<file path="src/rtl/alu_seq.sv">
// alu_seq: multi-cycle MUL/MULHU/DIVU/REMU/DIV/REM unit; define ALU_SEQ_SIGNED_DIV_EN for signed DIV/REM
module alu_seq #(
  parameter int WIDTH = 32,
  parameter int CNT_W = 6
) (
  input  logic             clk,
  input  logic             rst,
  input  logic             start,
  input  logic [2:0]       op,
  input  logic [WIDTH-1:0] din_a,
  input  logic [WIDTH-1:0] din_b,
  input  logic             cin,
  input  logic             vin,
  output logic             busy,
  output logic             done,
  output logic [WIDTH-1:0] dout,
  output logic             cout,
  output logic             vout,
  output logic             div_zero
);
  typedef enum logic [1:0] {IDLE, RUN, FIX} state_t;
  localparam logic [CNT_W-1:0] ONE = CNT_W'(1);
  state_t             r_state;
  logic [CNT_W-1:0]   r_cnt;
  logic [2:0]         r_op;
  logic [WIDTH-1:0]   r_a;
  logic [WIDTH-1:0]   r_b;
  logic [2*WIDTH-1:0] r_p;
  logic               r_cin;
  logic               r_vin;
  logic               r_dz;
  logic               r_busy;
  logic               r_done;
  logic [WIDTH-1:0]   r_dout;
  logic               r_cout;
  logic               r_vout;
  logic               r_div_zero;
  logic               w_is_div;
  logic               w_ovf;
  logic               w_res_v;
  logic [WIDTH-1:0]   w_a_mag;
  logic [WIDTH-1:0]   w_b_mag;
  logic [WIDTH-1:0]   w_lo;
  logic [WIDTH-1:0]   w_hi;
  logic [WIDTH-1:0]   w_quo;
  logic [WIDTH-1:0]   w_rem;
  logic [WIDTH-1:0]   w_res;
  logic [WIDTH:0]     w_msum;
  logic [WIDTH:0]     w_dsh;
  logic [WIDTH:0]     w_ddif;
  logic [2*WIDTH-1:0] w_mul_nxt;
  logic [2*WIDTH-1:0] w_div_nxt;
  assign w_is_div  = op[2] ^ op[1];
  assign w_lo      = r_p[WIDTH-1:0];
  assign w_hi      = r_p[2*WIDTH-1:WIDTH];
  assign w_msum    = {1'b0, w_hi} + (r_p[0] ? {1'b0, r_a} : {(WIDTH+1){1'b0}});
  assign w_mul_nxt = {w_msum, r_p[WIDTH-1:1]};
  assign w_dsh     = {w_hi, r_p[WIDTH-1]};
  assign w_ddif    = w_dsh - {1'b0, r_b};
  assign w_div_nxt = {w_ddif[WIDTH] ? w_dsh[WIDTH-1:0] : w_ddif[WIDTH-1:0], r_p[WIDTH-2:0], ~w_ddif[WIDTH]};
`ifdef ALU_SEQ_SIGNED_DIV_EN
  logic r_neg_q;
  logic r_neg_r;
  logic r_ovf;
  logic w_sgn;
  assign w_sgn   = op[2:1] == 2'b10;
  assign w_a_mag = (w_sgn && din_a[WIDTH-1]) ? -din_a : din_a;
  assign w_b_mag = (w_sgn && din_b[WIDTH-1]) ? -din_b : din_b;
  assign w_quo   = r_dz ? {WIDTH{1'b1}} : r_neg_q ? -w_lo : w_lo;
  assign w_rem   = r_dz ? r_a : r_neg_r ? -w_hi : w_hi;
  assign w_ovf   = r_ovf;
`else
  assign w_a_mag = din_a;
  assign w_b_mag = din_b;
  assign w_quo   = r_dz ? {WIDTH{1'b1}} : w_lo;
  assign w_rem   = r_dz ? r_a : w_hi;
  assign w_ovf   = 1'b0;
`endif
  assign w_res    = &r_op[2:1] ? r_b : r_op[0] ? w_hi : w_lo;
  assign w_res_v  = r_op == 3'b000 ? |w_hi : r_op == 3'b001 ? 1'b0 : (r_dz | w_ovf) ? 1'b1 : r_vin;
  assign busy     = r_busy;
  assign done     = r_done;
  assign dout     = r_dout;
  assign cout     = r_cout;
  assign vout     = r_vout;
  assign div_zero = r_div_zero;
  // sequencer: latch at issue, one shift step per RUN clock, two-clock FIX (sign fix, then publish)
  always_ff @(posedge clk or posedge rst) begin
    if (rst) begin
      r_state    <= IDLE;
      r_cnt      <= '0;
      r_op       <= '0;
      r_a        <= '0;
      r_b        <= '0;
      r_p        <= '0;
      r_cin      <= 1'b0;
      r_vin      <= 1'b0;
      r_dz       <= 1'b0;
      r_busy     <= 1'b0;
      r_done     <= 1'b0;
      r_dout     <= '0;
      r_cout     <= 1'b0;
      r_vout     <= 1'b0;
      r_div_zero <= 1'b0;
`ifdef ALU_SEQ_SIGNED_DIV_EN
      r_neg_q    <= 1'b0;
      r_neg_r    <= 1'b0;
      r_ovf      <= 1'b0;
`endif
    end else begin
      case (r_state)
        IDLE: begin
          r_done <= 1'b0;
          if (start) begin
            r_state <= RUN;
            r_busy  <= 1'b1;
            r_cnt   <= CNT_W'(WIDTH);
            r_op    <= op;
            r_a     <= din_a;
            r_b     <= w_is_div ? w_b_mag : din_b;
            r_p     <= {{WIDTH{1'b0}}, w_is_div ? w_a_mag : din_b};
            r_cin   <= cin;
            r_vin   <= vin;
            r_dz    <= w_is_div && din_b == '0;
`ifdef ALU_SEQ_SIGNED_DIV_EN
            r_neg_q <= w_sgn && (din_a[WIDTH-1] ^ din_b[WIDTH-1]);
            r_neg_r <= w_sgn && din_a[WIDTH-1];
            r_ovf   <= w_sgn && din_a == {1'b1, {(WIDTH-1){1'b0}}} && &din_b;
`endif
          end
        end
        RUN: begin
          r_p   <= r_op[2:1] == 2'b00 ? w_mul_nxt : w_div_nxt;
          r_cnt <= r_cnt - ONE;
          if (r_cnt == ONE) r_state <= FIX;
        end
        FIX: begin
          if (!r_cnt[0]) begin
            r_p   <= {w_rem, w_quo};
            r_cnt <= ONE;
          end else begin
            r_state    <= IDLE;
            r_busy     <= 1'b0;
            r_done     <= 1'b1;
            r_dout     <= w_res;
            r_cout     <= r_cin;
            r_vout     <= w_res_v;
            r_div_zero <= r_dz;
          end
        end
        default: r_state <= IDLE;
      endcase
    end
  end
endmodule

</file>
<file path="config.mk">
export PLATFORM = sky130hd
export DESIGN_NAME = alu_seq
export DESIGN_NICKNAME = d
export VERILOG_FILES = /design/src/rtl/alu_seq.sv
export SDC_FILE = /design/constraint.sdc
export NUM_CORES = 1
export LEC_CHECK = 0
export BUFFER_PORTS_ARGS = -buffer_cell sky130_fd_sc_hd__buf_2
export CAP_MARGIN = 25
export CORE_UTILIZATION = 50
export DETAILED_ROUTE_END_ITERATION = 12
export GPL_TIMING_DRIVEN = 1
export PLACE_DENSITY_LB_ADDON = 0.15
export SYNTH_ARGS = -nofsm -noshare
export SYNTH_HDL_FRONTEND = slang
export SYNTH_SLANG_ARGS = --single-unit
export TNS_END_PERCENT = 30
</file>
<file path="constraint.sdc">
create_clock -name clk -period 8.45 [get_ports clk]
set_input_delay 1.69 -clock clk [delete_from_list [all_inputs] [get_ports clk]]
set_output_delay 1.69 -clock clk [all_outputs]
set_load 0.01 [all_outputs]
</file>
==> qor.yml, run 1 <==
power_and_ir_drop:
  share_comb_of_total_power: 0.614
  power_switching_mw: 3.490
  power.internal_mw: 3.298
  switching_share: 0.5141
  p_leak_nw: 6.938
  clockPowerShare: 0.122
  peakVddDrop_mv: 0.3122
  power_frac_seq: 0.263
  p_per_area_mw_per_mm2: 462.2
  total_power_mw: 6.788
synth:
  synth_common_cells: "nand2_1 (249), dfrtp_1 (179), o21ai_0 (147)"
  yosysTopAreaCellShare: 0.3372
  synth_ff_type: "dfrtp_1"
  synth_area_per_cell_um2: 8.401
  yosys.area.top_type: "dfrtp_1"
  yosysMostFrequentCell: "nand2_1"
  ys_types: 84
  synth-edff-count: 0
  ys_seq_area_frac: 0.3372
  netlist_area_mm2: 0.01328
  synthArstFlopShare: 1.000
  syn_inst: 1581
  ys_ff_latch: 179
  yosys_warnings: 0
  syn_nets: 1725
  synth_area_leaders: "dfrtp_1 (34%), mux2_2 (7.5%), nand2_1 (7.0%)"
route:
  wl_per_cell_um: 22.09
  drc: 0
  dr.pass1.iters: 6
  dr_total_vias: 12390
  drtAntennaViolNets: 0
  drtIter0Drc: 1095
  drt_wl_total_mm: 43.83
  viasPerCell: 6.244
global_routing:
  grt_pass1_vias: 11530
  grt_pass1_wl_mm: 67.34
  grt_use_total: 0.3306
  antenna_found_initial: 0
  grt_max_degree: 122
  grt-ovfl-total: 0
min_path:
  holdPathEnd: "dout[22]$_DFFE_PP0P_"
  min-delay-path-class: "flip-flop to flip-flop"
  hold_depth: 2
  hp-start: "dout[22]$_DFFE_PP0P_"
worst_setup_path:
  r2r_setup_slack_ns: 4.59
  crit_required_ns: 8.80
  cp-end-kind: "flip-flop"
  r2r-start: "r_state[0]$_DFFE_PP0P_"
  startpoint_type: "input port"
  reg2reg_to: "r_p[51]$_DFFE_PP0P_"
  r2r_cells: 11
  worstSetupPathType: "input port to flip-flop"
  critical_path_arrival_ns: 4.88
  path_max_fanout: 49
timing:
  fin_crit_sh: 0.5368
  drv_slew: 0
  fin_crit_ns: 4.536
  rsz0062_at_grt: "no"
  slew_headroom: 0.3755
  hold_violations: 0
  timing.fmax_ghz: 0.2205
  finalSetupTns_ns: 0
  tightest_slew_ns: 0.9368
  finalSetupViolCount: 0
  fin_skew_ns: 0.01427
flow_run:
  max_cap_violations: 0
floorplan:
  fp.dieW_um: 165.0
  coreArea_mm2: 0.02606
  die_h_um: 165.0
  start_util: 0.5097
  num_rows: 59
  io_pins: 109
  die_area_mm2: 0.02722
clock_network:
  cts_num_sinks: 179
  cts_resized: 0
  postCtsHoldBufs: 0
  clockBufferDepth: 2
  clock_tree.root_cell: "clkbuf_16"
  htreeDepth: 4
  cts_tree: "built"
  clkTransAtPathRegs_ns: 0.08
  cts_buffers: 17
  clk_latency_ns: 0.45
  cts_setup_buffers: 0
layout:
  drive_above_1_share: 0.1704
  postLayoutCoreUtil: 0.5636
  diodes: 0
  final_net_count: 1780
  syn_to_final_growth_pct: 10.57
place:
  portBuffers: 108
  gp_congestion: 0.9174
  dp_hpwl_mm: 31.33
run_status:
  status: "completed"
[sequential cells by signal, indices dropped and copies added, names as in the netlist]
signal / cells
done: 1
dout: 32
cout: 1
busy: 1
r_cnt: 6
r_p: 64
r_a: 32
r_dz: 1
r_vin: 1
r_op: 3
div_zero: 1
r_state: 2
vout: 1
r_b: 32
r_cin: 1
[cells in the final DEF (no fill, tap or decap), types with 8 or more instances in the layout]
master / count
nand2_1: 246
and2_1: 33
o31ai_1: 12
nor3_1: 37
a211oi_1: 17
a221oi_1: 8
buf_4: 13
a21oi_1: 125
o211ai_1: 12
nand4_1: 8
o21ai_1: 30
nor2b_1: 18
buf_2: 108
and3_1: 31
ha_1: 70
a31oi_1: 12
o21a_1: 10
nor4_1: 20
mux2i_1: 39
o21ai_0: 147
clkbuf_16: 17
a21o_1: 22
nand2b_1: 11
nand3_1: 24
xor2_1: 16
a2111oi_0: 14
inv_1: 62
xnor2_1: 28
nor2_1: 68
dfrtp_1: 178
mux2_2: 89
[layout make-up]
type / count / area [um2]
Clock buffer: 18 / 429.2
Fill cell: 2499 / 11370
Clock inverter: 14 / 175.2
Timing Repair Buffer: 124 / 713.2
Tap cell: 335 / 419.2
Inverter: 63 / 244.0
Sequential cell: 179 / 4481
Multi-Input combinational cell: 1251 / 8225
[kinds of logic (layout without fill, tap and decap cells)]
logic type | Yosys count | in the layout | synth area share
muxes | 128 | 128 | 0.1048
and+or+nand+nor | 533 | 533 | 0.1900
DFF | 179 | 179 | 0.3372
adders and majority gates | 72 | 72 | 0.06895
buffers and inverters | 151 | 219 | 0.04653
AOI/OAI and AO/OA | 473 | 473 | 0.2228
xor gates and xnor gates | 45 | 45 | 0.02967
[power groups by stage]
stage          combinational (mW)  sequential [mW]  clock [mW]
5_1_grt                      4.59             1.82       0.872
4_1_cts                      4.05             1.82       0.840
3_3_place_gp                 3.99             1.82           0
2_1_floorplan                3.12             1.59           0
6_report                     4.17             1.79       0.830
3_5_place_dp                 4.04             1.83           0
[critical path: stages]
cell and delay, ns:
buf_2 0.14, inv_1 0.07, a21oi_1 0.29, nand2_1 0.34
a21oi_4 0.20, buf_4 0.49, nand3_1 0.50, nor2_1 0.73
a221o_1 0.25, a31oi_1 0.04, o31ai_1 0.08
[metrics by stage]
| stage | setup WS [ns] | cells | cell area (um2) | hold WS [ns] |
|---|---|---|---|---|
| 2_1_floorplan | 1.901 | 1581 | 13280 | 0.4714 |
| 3_3_place_gp | 3.714 | 1949 | 14010 | 0.4564 |
| 3_5_place_dp | 3.566 | 1949 | 14010 | 0.4646 |
| 4_1_cts | 4.049 | 1981 | 14610 | 0.4821 |
| 5_1_grt | 3.646 | 1984 | 14690 | 0.5075 |
| 6_report | 3.914 | 1984 | 14690 | 0.4750 |
[routing by layer]
metal	track usage	share of wire	vias up
met4	0.1468	0.042	0
met1	0.4341	0.42	5985
met3	0.03415	0.059	95
met2	0.5485	0.47	488
li1	-	-	5821
met5	0	0	-
[worst max path at each step]
stage           from                  end  slack (ns)  cells past startpoint
2_1_floorplan    rst     busy$_DFFE_PP0P_        1.90                      1
3_3_place_gp   start  r_p[51]$_DFFE_PP0P_        3.71                     11
3_5_place_dp   start  r_p[51]$_DFFE_PP0P_        3.57                     11
4_1_cts        start  r_p[51]$_DFFE_PP0P_        4.05                     11
5_1_grt        start  r_p[51]$_DFFE_PP0P_        3.65                     11
6_report       start  r_p[51]$_DFFE_PP0P_        3.91                     11
No activity file was read; power rests on OpenSTA's default activity.
==> run 2, diff against run 1 <==
clock period = 4.35 ns   (was 8.45 ns; I/O delays follow)
==> run 2 against run 1 <==
Combinational power increased by 100%. Sequential cell count did not move. Die area is the same. Power increased by 96%. Register-to-register slack worse by 3.8 ns. Clock skew rose by 0.0076 ns. Count of clock-buffer cells in the layout fell by 1. Hold slack worse by 0.0043 ns. Global-route usage grew 0.70 points. First-iteration DRC count rose by 3.8%. Largest cell class unchanged.
==> qor.yml, run 2 (synthesis results as in run 1) <==
worst_setup_path:
  path_cells: "buf_4, and2_1, ha_1, a21oi_2, a21oi_1, o31ai_1, o2111ai_1, o211ai_2, o32ai_2, or4b_1, o211a_1, o211ai_2"
  cpMostUsedCell: "o211ai_2"
  path_max_fanout: 34  # -31%
  slowest_stage: "or4b_1"
  crit_required_ns: 4.72  # -4.08 ns
  startpoint_type: "flip-flop"
  cp_slowest_stage_delay_ns: 0.49  # -0.24 ns
  critical_path_arrival_ns: 3.88  # -1.00 ns
  cp-end-kind: "flip-flop"
  worstSetupPathType: "flip-flop to flip-flop"
floorplan:
  num_rows: 59  # unchanged
  io_pins: 109  # unchanged
  start_util: 0.5097  # unchanged
  coreArea_mm2: 0.02606  # unchanged
  fp.dieW_um: 165.0  # unchanged
  die_area_mm2: 0.02722  # unchanged
  die_h_um: 165.0  # unchanged
route:
  wl_per_cell_um: 22.31  # +1.0%
  dr.pass1.iters: 8  # +2
  drtAntennaViolNets: 0  # unchanged
  viasPerCell: 6.238  # -0.11%
  wl_met1_mm: 18.40  # -1.2%
  drc: 0  # unchanged
  top_layer_used: "met4"
  drt_wl_total_mm: 44.67  # +1.9%
  dr_total_vias: 12490  # +0.80%
  drtIter0Drc: 1137  # +3.8%
  wl_met2_mm: 21.15  # +1.7%
  met3_length_mm: 2.886  # +12%
clock_network:
  clk_latency_ns: 0.46  # about the same
  cts_num_sinks: 179  # unchanged
  clkTransAtPathRegs_ns: 0.08  # about the same
  clockBufferDepth: 2  # unchanged
  postCtsHoldBufs: 0  # unchanged
  cts_tree: "built"
  htreeDepth: 4  # unchanged
  cts_setup_buffers: 0  # unchanged
  clock_tree.root_cell: "clkbuf_16"
  cts_buffers: 17  # unchanged
  cts_resized: 0  # unchanged
timing:
  timing.final.ws_setup_ns: 0.8378  # -3.077 ns
  fin_crit_ns: 3.512
  rsz0062_at_grt: "no"
  fin_skew_ns: 0.02187  # +0.007600 ns
  timing.fmax_ghz: 0.2847
  fin_crit_sh: 0.8074
  tightest_slew_ns: 0.8886  # -0.04818 ns
  slew_headroom: 0.4076  # +0.03212
  drv_slew: 0  # unchanged
  hold_violations: 0  # unchanged
  finalSetupTns_ns: 0  # unchanged
  finalSetupViolCount: 0  # unchanged
min_path:
  min-delay-path-class: "input port to async pin"
power_and_ir_drop:
  p_per_area_mw_per_mm2: 896.8  # +94%
  peakVddDrop_mv: 0.5544  # +78%
  p_leak_nw: 7.024  # +1.2%
layout:
  postLayoutCoreUtil: 0.5687  # +0.005090
  largest_register: "r_p"
  fin_area_mm2: 0.01482  # +0.90%
  largest_reg_flops: 64  # unchanged
  syn_to_final_growth_pct: 11.57
  final_common_cell: "nand2_1"
  most-common-layout-cells: "nand2_1 (246), dfrtp_1 (178), o21ai_0 (147), a21oi_1 (125), buf_2 (108)"
  final_net_count: 1798  # +1.0%
  drive_above_1_share: 0.1795  # +0.009065
global_routing:
  grt_max_degree: 90  # -26%
  antenna_found_initial: 2  # +2
  grt-ovfl-total: 0  # unchanged
  grt_use_total: 0.3376  # +0.007036
  grt_pass1_wl_mm: 68.68  # +2.0%
  grt_pass1_vias: 11920  # +3.3%
place:
  gp_congestion: 0.9193  # +0.21%
  placed_area_mm2: 0.01419  # +1.3%
  dp_hpwl_mm: 32.66  # +4.2%
  portBuffers: 108  # unchanged
  place_ws_ns: 0.9160  # -2.650 ns
flow_run:
  max_cap_violations: 0  # unchanged
run_status:
  status: "completed"
run 2: power by group:
part	leakage, nW	total (mW)	switching [mW]	internal, mW
combinational	4.52	8.41	5.17	3.24
clock	0.285	1.58	0.809	0.769
sequential	2.22	3.30	0.831	2.47
run 2: layout make-up:
type	count	area, um2
Fill cell	2470	11240
Multi-Input combinational cell	1251	8225
Sequential cell	179	4481
Timing Repair Buffer	142	865.8
Clock buffer	17	425.4
Tap cell	335	419.2
Inverter	63	240.2
Clock inverter	14	160.2
Antenna cell	1	2.502
run 2: metrics by stage:
step	instances	hold slack (ns)	total power [mW]
global route	2002	0.5041	14.26
floorplan	1581	0.4714	9.139
finish	2002	0.4707	13.29
CTS	1999	0.4772	13.14
detailed placement	1968	0.4647	11.53
global placement	1967	0.4578	11.46
run 2: worst max-delay path, delay by kind of cell (launching register included):
kind / cells / cell delay (ns)
compound gates: 8 / 1.73
simple gates: 2 / 0.70
buf+inv: 1 / 0.36
flops: 1 / 0.35
fa+ha+maj: 1 / 0.29
run 2: routing by layer:
layer / vias to the layer above / track usage
met3: 111 / 0.05625
met5: - / 0
li1: 5847 / -
met1: 5994 / 0.4244
met4: 0 / 0.1651
met2: 536 / 0.5601
run 2: path summary, 6_finish.rpt:
path	depth (start not counted)	slack, ns	from	endpoint
hold / removal	2	0.47	rst	r_p[28]$_DFFE_PP0P_
hold reg to reg	2	0.47	dout[27]$_DFFE_PP0P_	dout[27]$_DFFE_PP0P_
max in group asynchronous	3	3.00	rst	r_a[2]$_DFFE_PP0P_
min in group clk	2	0.47	dout[27]$_DFFE_PP0P_	dout[27]$_DFFE_PP0P_
setup / recovery	12	0.84	r_p[0]$_DFFE_PP0P_	r_p[60]$_DFFE_PP0P_
setup reg to reg	12	0.84	r_p[0]$_DFFE_PP0P_	r_p[60]$_DFFE_PP0P_
==> run 3, diff against run 2 <==
clock period = 3.05 ns   (was 4.35 ns; I/O delays follow)
==> run 3 against run 2 <==
The flow now finishes with violations (negative setup slack). Design area rose by 12%. Largest cell class unchanged. Register-to-register slack got worse by 0.86 ns. Utilization rose by 6.6 points. Worst setup slack got worse by 0.86 ns. Critical path type unchanged. Critical endpoint unchanged. Count of clock-buffer cells in the layout rose by 1. Highest routed layer unchanged. Sequential share of layout area fell by 3.1 points. Global-route usage rose by 1.7 points. Combinational power rose by 72%.
==> qor.yml, run 3 (synthesis results as in run 1) <==
worst_setup_path:
  cp-end-kind: "flip-flop"
  path_max_fanout: 6  # -82%
  reg2reg_to: "r_p[60]$_DFFE_PP0P_"
  path_cells: "buf_6, and2_4, ha_4, buf_4, nand2_2, o211ai_1, o31ai_4, o2111ai_4, o211ai_4, o32ai_4, or4b_1, o211a_1, o211ai_2"
  crit_start: "r_p[0]$_DFFE_PP0P_"
  r2r_setup_slack_ns: -0.03  # -0.86 ns
  r2r-start: "r_p[0]$_DFFE_PP0P_"
  r2r_cells: 13  # +1
  worstSetupPathType: "flip-flop to flip-flop"
  crit_family: "compound AO/OA/AOI/OAI gates"
  slowest_stage: "or4b_1"
  critical_path_arrival_ns: 3.44  # -0.44 ns
  crit_required_ns: 3.42  # -1.30 ns
  cp_slowest_stage_delay_ns: 0.51  # +0.02 ns
  startpoint_type: "flip-flop"
  critPathBufInv: 2  # +1
place:
  gp_congestion: 0.9296  # +1.1%
  dp_hpwl_mm: 35.10  # +7.5%
  place_ws_ns: -0.1814  # -1.097 ns
  portBuffers: 108  # unchanged
  placed_area_mm2: 0.01527  # +7.6%
layout:
  diodes: 0  # -1
  postLayoutCoreUtil: 0.6348  # +0.06612
  final_common_cell: "nand2_1"
  syn_to_final_growth_pct: 24.54
  drive_above_1_share: 0.2847  # +0.1052
  largest_reg_flops: 64  # unchanged
  fin_area_mm2: 0.01654  # +12%
  multi_input_area_mm2: 0.008685  # +5.6%
  largest_register: "r_p"
  fillCellCount: 2332  # -5.6%
  regArea_mm2: 0.004487  # +0.14%
  final_net_count: 1947  # +8.3%
  most-common-layout-cells: "nand2_1 (243), dfrtp_1 (173), buf_4 (166), o21ai_0 (146), a21oi_1 (114)"
power_and_ir_drop:
  share_comb_of_total_power: 0.671  # +0.038
  p_per_area_mw_per_mm2: 1306  # +46%
  switching_share: 0.4917  # -0.02098
  power_switching_mw: 10.62  # +56%
  peakVddDrop_mv: 0.8056  # +45%
  clockPowerShare: 0.108  # -0.011
  p_leak_nw: 7.809  # +11%
  power_frac_seq: 0.221  # -0.027
  power.internal_mw: 10.98  # +70%
flow_run:
  max_cap_violations: 0  # unchanged
clock_network:
  postCtsHoldBufs: 0  # unchanged
  clk_latency_ns: 0.45  # about the same
  clockBufferDepth: 2  # unchanged
  cts_buffers: 17  # unchanged
  cts_num_sinks: 179  # unchanged
  clock_tree.root_cell: "clkbuf_16"
  cts_tree: "built"
  clkTransAtPathRegs_ns: 0.09  # about the same
  htreeDepth: 4  # unchanged
route:
  drtIter0Drc: 1204  # +5.9%
  dr_total_vias: 13350  # +6.9%
  wl_met2_mm: 22.37  # +5.8%
  wl_met1_mm: 19.12  # +3.9%
  viasPerCell: 6.206  # -0.50%
  top_layer_used: "met4"
  drtAntennaViolNets: 0  # unchanged
  wl_per_cell_um: 22.43  # +0.50%
  drc: 0  # unchanged
  dr.pass1.iters: 8  # unchanged
  met3_length_mm: 3.559  # +23%
  drt_wl_total_mm: 48.24  # +8.0%
timing:
  hold_violations: 0  # unchanged
  fin_crit_sh: 1.009  # +0.2012
  fin_skew_ns: 0.02530  # +0.003431 ns
  slew_headroom: 0.3816  # -0.02597
  holdWs_ns: 0.1366  # -0.3341 ns
  drv_slew: 0  # unchanged
  fin_crit_ns: 3.076  # -0.4359 ns
  finalSetupViolCount: 1  # +1
  rsz0062_at_grt: "yes"
  timing.final.ws_setup_ns: -0.02627  # -0.8641 ns
  timing.fmax_ghz: 0.3251  # +14%
  finalSetupTns_ns: -0.02627  # -0.02627 ns
  tightest_slew_ns: 0.9276  # +0.03895 ns
global_routing:
  grt_use_total: 0.3544  # +0.01678
  grt_pass1_wl_mm: 71.38  # +3.9%
  antenna_found_initial: 0  # -2
  grt_max_degree: 82  # -8.9%
  grt_pass1_vias: 12570  # +5.5%
  grt-ovfl-total: 0  # unchanged
floorplan:
  fp.dieW_um: 165.0  # unchanged
  coreArea_mm2: 0.02606  # unchanged
  die_area_mm2: 0.02722  # unchanged
  start_util: 0.5097  # unchanged
  die_h_um: 165.0  # unchanged
  io_pins: 109  # unchanged
  num_rows: 59  # unchanged
run_status:
  violations: "negative setup slack"
  status: "finished with violations"
min_path:
  min-delay-path-class: "input port to async pin"
==> run 3: cell types whose count changed in the layout (fill, tap and decap cells not counted), sizes merged <==
cell	change
and3	+1
buf	+147
clkbuf	+2
clkinv	-1
diode	-1
inv	+1
==> run 3: how the worst max path moves through the flow <==
stage	end	slack, ns	depth (start not counted)
floorplan	r_p[49]$_DFFE_PP0P_	-0.20	13
global placement	r_p[60]$_DFFE_PP0P_	-0.14	13
detailed placement	r_p[62]$_DFFE_PP0P_	-0.18	13
CTS	r_p[60]$_DFFE_PP0P_	-0.06	12
global route	r_p[62]$_DFFE_PP0P_	-0.14	12
finish	r_p[60]$_DFFE_PP0P_	-0.03	13
==> run 3: what timing repair did <==
action	CTS	global route
buffers inserted	2	16
setup endpoints to repair	11	31
pin swaps	11	37
resized for setup	21	64
endpoints found under the hold margin	0	0
gates cloned	0	3
==> run 3: layout make-up <==
| type | count | share of cell area |
|---|---|---|
| tap | 335 | 0.02534 |
| clock inverter | 14 | 0.01074 |
| clock buffer | 18 | 0.02655 |
| multi-input combinational | 1252 | 0.5250 |
| inverter | 63 | 0.01452 |
| timing repair buffer | 290 | 0.1266 |
| sequential | 179 | 0.2712 |
==> run 3: power groups by stage <==
stage / Clock, mW / Combinational (mW) / Sequential [mW]
floorplan: 0 / 8.64 / 4.39
global placement: 0 / 13.1 / 4.68
detailed placement: 0 / 13.3 / 4.72
CTS: 2.36 / 13.5 / 4.68
global route: 2.42 / 15.8 / 4.87
finish: 2.33 / 14.5 / 4.78
==> run 3: worst register-to-register path: stages, from the launching register on <==
cell and delay, ns:
dfrtp_2 0.46, buf_6 0.15, and2_4 0.14, ha_4 0.22, buf_4 0.14, nand2_2 0.06
o211ai_1 0.14, o31ai_4 0.40, o2111ai_4 0.18, o211ai_4 0.16, o32ai_4 0.15, or4b_1 0.51
o211a_1 0.15, o211ai_2 0.14
==> run 3: routing by layer <==
layer,vias to the layer above,track usage
met5,-,0
met4,0,0.2210
met3,162,0.06605
met2,636,0.5715
met1,6385,0.4365
li1,6167,-
==> run 3: metrics by stage <==
| step | total power, mW | cells |
|---|---|---|
| after floorplan | 13.03 | 1581 |
| after global placement | 17.80 | 2099 |
| after detailed placement | 18.01 | 2099 |
| after CTS | 20.56 | 2133 |
| after global routing | 23.05 | 2151 |
| final | 21.61 | 2151 |
